[src/rtl/keypad_lock_ctrl.sv]
// keypad_lock_ctrl
//   Keypad door-lock controller. It collects CODE_LEN digits from a one-hot
//   button bank and compares them against a runtime-writable code register.
//   The verdict is given only after the last digit. A correct code gives a
//   timed unlock with the green LED. A wrong code blinks the red LED and,
//   optionally, leads to a lockout after repeated failures.
//
//   Optional feature macro: LOCKOUT_EN
//     defined   -> fail counter, LOCKOUT state and locked_out are active
//     undefined -> ERROR always returns to IDLE; fail_cnt/locked_out tied 0
//
// Ports
//   clk        in   clock
//   reset      in   asynchronous, active-high reset
//   btn        in   debounced buttons, bit i = digit i
//   code_we    in   load code_in into the code register (IDLE only)
//   code_in    in   new code, digit i at [i*BW +: BW]
//   unlock     out  door release
//   green_led  out  success indication
//   red_led    out  error / lockout indication
//   locked_out out  lockout active
//   fail_cnt   out  consecutive failure count
module keypad_lock_ctrl #(
   parameter int NUM_BTN     = 4,
   parameter int CODE_LEN    = 4,
   localparam int BW         = (NUM_BTN > 1) ? $clog2(NUM_BTN) : 1,
   parameter logic [CODE_LEN*BW-1:0] DEFAULT_CODE = 8'hD8,
   parameter int TIMEOUT_CYC = 10,
   parameter int GREEN_CYC   = 3,
   parameter int BLINK_CYC   = 1,
   parameter int RED_BLINKS  = 2,
   parameter int MAX_FAILS   = 3,
   parameter int LOCKOUT_CYC = 20,
   localparam int FW         = $clog2(MAX_FAILS + 1)
) (
   input  logic                   clk,
   input  logic                   reset,
   input  logic [NUM_BTN-1:0]     btn,
   input  logic                   code_we,
   input  logic [CODE_LEN*BW-1:0] code_in,
   output logic                   unlock,
   output logic                   green_led,
   output logic                   red_led,
   output logic                   locked_out,
   output logic [FW-1:0]          fail_cnt
);

   localparam int IW      = (CODE_LEN > 1) ? $clog2(CODE_LEN) : 1;
   localparam int ERR_CYC = 2 * BLINK_CYC * RED_BLINKS;
   localparam int MAX_A   = (TIMEOUT_CYC > GREEN_CYC) ? TIMEOUT_CYC : GREEN_CYC;
   localparam int MAX_B   = (ERR_CYC > LOCKOUT_CYC) ? ERR_CYC : LOCKOUT_CYC;
   localparam int MAX_CYC = (MAX_A > MAX_B) ? MAX_A : MAX_B;
   localparam int CW      = $clog2(MAX_CYC + 1);

   localparam logic [2:0] S_IDLE    = 3'd0;
   localparam logic [2:0] S_ENTRY   = 3'd1;
   localparam logic [2:0] S_OPEN    = 3'd2;
   localparam logic [2:0] S_ERROR   = 3'd3;
   localparam logic [2:0] S_LOCKOUT = 3'd4;

   logic [2:0]             state;
   logic [CODE_LEN*BW-1:0] code_q;
   logic [NUM_BTN-1:0]     btn_q;
   logic [IW-1:0]          idx;
   logic                   mismatch;
   logic [CW-1:0]          cnt;   // shared: entry timer / open / error / lockout
   logic [CW-1:0]          ph;    // red blink half-period counter
   logic                   open_q;

   logic          press, one_hot, miss, last_digit, verdict, fail_v;
   logic [BW-1:0] digit, ref_digit;

   // Highest set bit; multi-hot presses are forced to mismatch via one_hot.
   always_comb begin
      digit = '0;
      for (int i = 0; i < NUM_BTN; i++)
         if (btn[i]) digit = BW'(i);
   end

   assign press      = (btn != '0) && (btn_q == '0);
   assign one_hot    = (btn & (btn - NUM_BTN'(1))) == '0;
   assign ref_digit  = code_q[idx*BW +: BW];
   assign miss       = !one_hot || (digit != ref_digit);
   assign last_digit = (idx == IW'(CODE_LEN - 1));

   // Verdict fires on the final digit; CODE_LEN==1 judges straight from IDLE.
   assign verdict = press && (((state == S_IDLE) && (CODE_LEN == 1)) ||
                              ((state == S_ENTRY) && last_digit));
   assign fail_v  = miss || ((state == S_ENTRY) && mismatch);

   assign unlock    = open_q;
   assign green_led = open_q;

`ifndef LOCKOUT_EN
   assign fail_cnt   = '0;
   assign locked_out = 1'b0;
`endif

   always_ff @(posedge clk or posedge reset) begin
      if (reset) begin
         state    <= S_IDLE;
         code_q   <= DEFAULT_CODE;
         btn_q    <= '0;
         idx      <= '0;
         mismatch <= 1'b0;
         cnt      <= '0;
         ph       <= '0;
         open_q   <= 1'b0;
         red_led  <= 1'b0;
`ifdef LOCKOUT_EN
         fail_cnt   <= '0;
         locked_out <= 1'b0;
`endif
      end else begin
         // History runs in every state so a button held across a return to
         // IDLE never counts as a fresh press.
         btn_q <= btn;
         case (state)
            S_IDLE: begin
               // Same-cycle press still reads the old code_q.
               if (code_we) code_q <= code_in;
               if (press) begin
                  mismatch <= miss;
                  idx      <= IW'(1);
                  cnt      <= '0;
                  state    <= S_ENTRY;
               end
            end
            S_ENTRY: begin
               // A press on the timeout edge wins over the timeout.
               if (press) begin
                  mismatch <= mismatch | miss;
                  idx      <= idx + IW'(1);
                  cnt      <= '0;
               end else if (cnt == CW'(TIMEOUT_CYC - 1)) begin
                  state    <= S_IDLE;
                  idx      <= '0;
                  mismatch <= 1'b0;
                  cnt      <= '0;
               end else begin
                  cnt <= cnt + CW'(1);
               end
            end
            S_OPEN: begin
               if (cnt == CW'(GREEN_CYC - 1)) begin
                  state  <= S_IDLE;
                  open_q <= 1'b0;
                  cnt    <= '0;
               end else begin
                  cnt <= cnt + CW'(1);
               end
            end
            S_ERROR: begin
               if (cnt == CW'(ERR_CYC - 1)) begin
                  cnt <= '0;
                  ph  <= '0;
`ifdef LOCKOUT_EN
                  if (fail_cnt == FW'(MAX_FAILS)) begin
                     state      <= S_LOCKOUT;
                     locked_out <= 1'b1;
                     red_led    <= 1'b1;
                  end else begin
                     state   <= S_IDLE;
                     red_led <= 1'b0;
                  end
`else
                  state   <= S_IDLE;
                  red_led <= 1'b0;
`endif
               end else begin
                  cnt <= cnt + CW'(1);
                  if (ph == CW'(BLINK_CYC - 1)) begin
                     ph      <= '0;
                     red_led <= ~red_led;
                  end else begin
                     ph <= ph + CW'(1);
                  end
               end
            end
            S_LOCKOUT: begin
`ifdef LOCKOUT_EN
               if (cnt == CW'(LOCKOUT_CYC - 1)) begin
                  state      <= S_IDLE;
                  locked_out <= 1'b0;
                  red_led    <= 1'b0;
                  fail_cnt   <= '0;
                  cnt        <= '0;
               end else begin
                  cnt <= cnt + CW'(1);
               end
`else
               state <= S_IDLE;
`endif
            end
            default: state <= S_IDLE;
         endcase

         // Final digit overrides the per-state entry bookkeeping above.
         if (verdict) begin
            idx      <= '0;
            mismatch <= 1'b0;
            cnt      <= '0;
            ph       <= '0;
            if (fail_v) begin
               state   <= S_ERROR;
               red_led <= 1'b1;
`ifdef LOCKOUT_EN
               if (fail_cnt != FW'(MAX_FAILS)) fail_cnt <= fail_cnt + FW'(1);
`endif
            end else begin
               state  <= S_OPEN;
               open_q <= 1'b1;
`ifdef LOCKOUT_EN
               fail_cnt <= '0;
`endif
            end
         end
      end
   end

endmodule

[config.mk]
export PLATFORM = sky130hd
export DESIGN_NAME = keypad_lock_ctrl
export DESIGN_NICKNAME = d
export VERILOG_FILES = /design/src/rtl/keypad_lock_ctrl.sv
export SDC_FILE = /design/constraint.sdc
export NUM_CORES = 1
export LEC_CHECK = 0
export ABC_AREA = 1
export BUFFER_PORTS_ARGS = -buffer_cell sky130_fd_sc_hd__clkbuf_2
export CAP_MARGIN = 20
export CORE_AREA = 2 2 74 76
export CTS_BUF_LIST = sky130_fd_sc_hd__clkbuf_16
export DETAILED_ROUTE_END_ITERATION = 16
export DIE_AREA = 0 0 76 78
export PLACE_DENSITY = 0.53
export SLEW_MARGIN = 10
export SYNTH_ARGS = -nofsm -noshare
export SYNTH_HDL_FRONTEND = slang
export SYNTH_SLANG_ARGS = --single-unit
[constraint.sdc]
create_clock -name clk -period 3.15 [get_ports clk]
set_clock_uncertainty 0.05 [all_clocks]
set_input_delay 0 -clock clk [delete_from_list [all_inputs] [get_ports clk]]
set_output_delay 0 -clock clk [all_outputs]
set_load 0.05 [all_outputs]
Yosys cells after proc, flatten, opt, wreduce, memory -nomap -nowiden
Cells that the tools add are included.
{ "totals": {"out_inout_bits": 6, "register_bits": 30, "input_bits": 15, "wordCells": 91} }
{ "op_classes": {"n_reduce_logical": 19, "n_eq_ne": 14, "bitwise_logic": 3, "add_sub_neg": 4, "shifts": 1, "mux": 41} }
{ "ops": {"columns": ["cell", "n"], "rows": [
  ["$mux 5", 10],
  ["$pmux 5 s4", 1],
  ["$mux 3", 6],
  ["$mux 1", 15],
  ["$mux 2", 6],
  ["$ne 3x3->1 const B", 4],
  ["$pmux 3 s4", 1],
  ["$add 5x1->5 const B", 2],
  ["$eq 5x2->1 const B", 2],
  ["$logic_not 4->1", 2],
  ["$shiftx 8x4->2", 1],
  ["$eq 3x2->1 const B", 2],
  ["$eq 5x4->1 const B", 1],
  ["$logic_not 5->1", 1],
  ["$reduce_and 5->1", 1],
  ["$reduce_bool 5->1", 1],
  ["$and 4x4->4", 1],
  ["$logic_and 1x1->1", 4],
  ["$ne 4x3->1 const B", 1],
  ["$pmux 2 s2", 1],
  ["$reduce_and 2->1", 2],
  ["$reduce_bool 4->1", 1],
  ["$sub 4x1->4 const B", 1],
  ["$eq 3x1->1 const B", 1],
  ["13 further kinds", 14]
]} }

Logic depth before layout (Yosys ltp)
{ "depth": {"depth_word": 9, "mapped_depth": 10} }

Least setup slack after synthesis
No wires, ideal clock.
{ "synth_timing": {"path_kind": "flip-flop to flip-flop", "startpoint": "register idx[0]", "endpoint": "register state[0]", "required_time_ns": 2.983, "path_stages_with_launch": 9, "n_path_buf": 0, "setup_slack_ns": 1.796, "arrival_time_ns": 1.187, "cell_sequence": "dfrtp_1 > ha_1 > inv_1 > nor2_1 > nand3_2 > inv_1 > nand4_1 > nand2_1 > nand2_1"} }
{ "synth_via": {"elab_chain_len": 6, "elab_cells_between_ends": 15} }
{ "synth_rtl": {"columns": ["element", "line_no", "rtl"], "rows": [
  ["start: declaration", "64", "logic [IW-1:0] idx;"],
  ["start signal: assignment", "133", "idx <= idx + IW'(1);"],
  ["$shiftx 8x4->2", "82", "assign ref_digit = code_q[idx*BW +: BW];"],
  ["$ne 2x2->1", "83", "assign miss = !one_hot || (digit != ref_digit);"],
  ["$logic_or 1x1->1", "83", null],
  ["$logic_or 1x1->1", "89", "assign fail_v = miss || ((state == S_ENTRY) && mismatch);"],
  ["$mux 1", "204", "if (fail_v) begin"],
  ["$mux 3", "199", "if (verdict) begin"],
  ["end signal: assignment", "101", "state <= S_IDLE;"],
  ["end signal: assignment", "205", "state <= S_ERROR;"],
  ["end signal: assignment", "211", "state <= S_OPEN;"],
  ["end: declaration", "61", "logic [2:0] state;"]
]} }
Several ways; a longest one is shown, not always the timed one.
A chain may end at the register's enable or synchronous reset.

Worst setup path after layout
Same ends and word-level chain as after synthesis.

==> impl_metrics.json <==
{
  "root_buffer": "clkbuf_16",
  "gp_congestion": 0.756,
  "fin_setup_tns_ns": 0,
  "syn_area_sq_um": 1630,
  "crit_path_start_kind": "flip-flop",
  "synth_most_common_cell": "nand2_1",
  "crit_slowest_cell": "dfrtp_1",
  "slew_violations": 0,
  "dr_total_vias": 1339,
  "finalSetupViolations": 0,
  "synth_top_area_cell": "dfrtp_1",
  "place_inst": 286,
  "syn2layout_area_growth_pct": 26.4,
  "synthFlopType": "dfrtp_1",
  "critPathKind": "reg -> reg",
  "wl_microns": 3100,
  "dp_hpwl_microns": 2300,
  "status": "finished, final reports clean",
  "cp.arrival_ns": 1.66,
  "clkLatencyLatePin_ns": 0.27,
  "synth_edf_count": 0,
  "worstPathMaxFanout": 7,
  "drc": 0,
  "grt_pass1_vias": 1361,
  "clk_pin_slew_ns": 0.05,
  "fmax_ghz": 0.646,
  "track_usage": 0.128,
  "h-tree-depth": 2,
  "period_share": 0.492,
  "rsz0062_at_grt": "false",
  "core-area_sq_um": 5040,
  "wl_per_cell_microns": 10.1,
  "diodes": 0,
  "syn_inst": 200,
  "firstDrtPassIters": 4,
  "grt_overflow": 0,
  "ys_ff_latch": 29,
  "post-route-min-period_ns": 1.55,
  "cts_sinks": 29,
  "min_path_type": "in -> reg",
  "ir_worst_vdd_v": 0.000369,
  "drive_above_1_share": 0.207,
  "synth_area_leaders": "dfrtp_1, nand2_1, inv_1, dfstp_2, mux2_2",
  "final_nets": 257,
  "instances_no_fill": 307,
  "die_area_sq_um": 5930,
  "ant_nets": 0,
  "cts_max_path_buffers": 2,
  "power_density_nw_per_um2": 735,
  "die_y_microns": 78,
  "antenna_found_initial": 0,
  "cts_tree": "done",
  "slowest_delay_ns": 0.45,
  "io_pins": 21,
  "synth.distinct_cells": 26,
  "cp-end-kind": "flip-flop",
  "hold_viol": 0,
  "io_buffers": 17,
  "utilization": 0.409,
  "cp_cell_sequence": "ha_1 -> inv_1 -> nor2_1 -> nand3_2 -> inv_1 -> nand4_1 -> nand2_1 -> nand2_1",
  "p_leak_nw": 1.03,
  "grt_max_degree": 30,
  "viasPerCell": 4.36,
  "yosys.area.top_type_share": 0.383,
  "final_area_sq_um": 2060,
  "yosysWarnings": 0,
  "avgSynthCellArea_sq_um": 8.16,
  "numCtsBuffers": 5,
  "post_cts_buffers": 0,
  "required_ns": 3.26,
  "num_rows": 26,
  "seq_area_frac_synth": 0.448,
  "drv_cap": 0,
  "holdWs_ns": 0.137,
  "place_area_sq_um": 1790,
  "die_width_microns": 76,
  "synthTopCellsByCount": "nand2_1, inv_1, dfrtp_1, nand3_1, nor2_1",
  "start_util": 0.324,
  "async_flop_share": 1.00,
  "drt-initial-drc-count": 80,
  "grt_first_pass_wirelength_microns": 5850
}
## path summary, 6_finish.rpt
path                       startpoint         to  slack, ns  cells after the start
max reg2reg                    idx[0]   state[0]       1.60                      8
min in group asynchronous       reset     cnt[4]       0.28                      4
min reg2reg                  mismatch   mismatch       0.43                      2
max in group asynchronous       reset  code_q[3]       2.45                      4
max                            idx[0]   state[0]       1.60                      8
min                           code_we  code_q[5]       0.14                      3
## kinds of logic (layout without fill, tap and decap cells)
kind of cell	after synthesis	count (layout)	share of synthesized area
xor+xnor	4	4	0.0215
compound gates	20	20	0.0690
other cells	1	3	0.00230
buf+inv	39	74	0.0988
mux	8	8	0.0552
fa+ha+maj	6	6	0.0460
simple gates	93	93	0.260
flops	29	29	0.448
## area by class of cell
| cell class | count | area [sq um] |
|---|---|---|
| Fill cell | 512 | 2980 |
| Clock buffer | 5 | 125 |
| Timing Repair Buffer | 31 | 223 |
| Clock inverter | 3 | 17.5 |
| Inverter | 35 | 131 |
| Tap cell | 70 | 87.6 |
| Sequential cell | 29 | 731 |
| Multi-Input combinational cell | 134 | 748 |
## routing by layer
metal	part of all wire	wire, microns	vias to the layer above	global-route usage
met4	0.023	72	0	0.0655
met1	0.51	1590	615	0.148
met5	0	0	-	0
met2	0.43	1320	21	0.204
li1	-	-	698	-
met3	0.037	116	5	0.0512
## layout by cell type (no fill, tap or decap), drive strengths merged
cell type / n
inv: 35
a21oi: 7
o22ai: 5
buf: 1
ha: 6
dfstp: 4
nand3: 19
or2: 1
nand3b: 1
o21ai: 7
clkbuf: 22
xor2: 3
o211ai: 1
dlygate4sd3: 13
nand2: 50
conb: 3
clkinvlp: 1
nand4: 3
clkinv: 2
nor2: 17
dfrtp: 25
xnor2: 1
nor3: 2
mux2: 8
## what timing repair did
action / in CTS / in global routing
endpoints found under the hold margin: 37 / 0
gates resized for setup: 0 / 0
hold buffers: 13 / 0
## power breakdown
group | total [W] | switching (W) | internal [W]
sequential | 0.000568 | 0.0000758 | 0.000492
clock | 0.000455 | 0.000166 | 0.000289
combinational | 0.000493 | 0.000295 | 0.000198
## worst max-delay path, delay by kind of cell, from the launching register on
family | cells | cell delay [ns]
fa+ha+maj | 1 | 0.22
simple gates | 5 | 0.54
flops | 1 | 0.45
buf+inv | 2 | 0.17
## registers in the layout, indices dropped and copies added (netlist names)
name / flops
state: 2
idx: 2
code_q: 8
btn_q: 4
red_led: 1
green_led: 1
mismatch: 1
ph: 5
cnt: 5
## stage by stage
stage,power (W),setup slack (ns)
final,0.00152,1.60
after global routing,0.00166,1.40
after CTS,0.00154,1.58
after detailed placement,0.00106,1.59
after global placement,0.00106,1.60
after floorplan,0.000955,1.80
(Power assumes the default switching activity.)
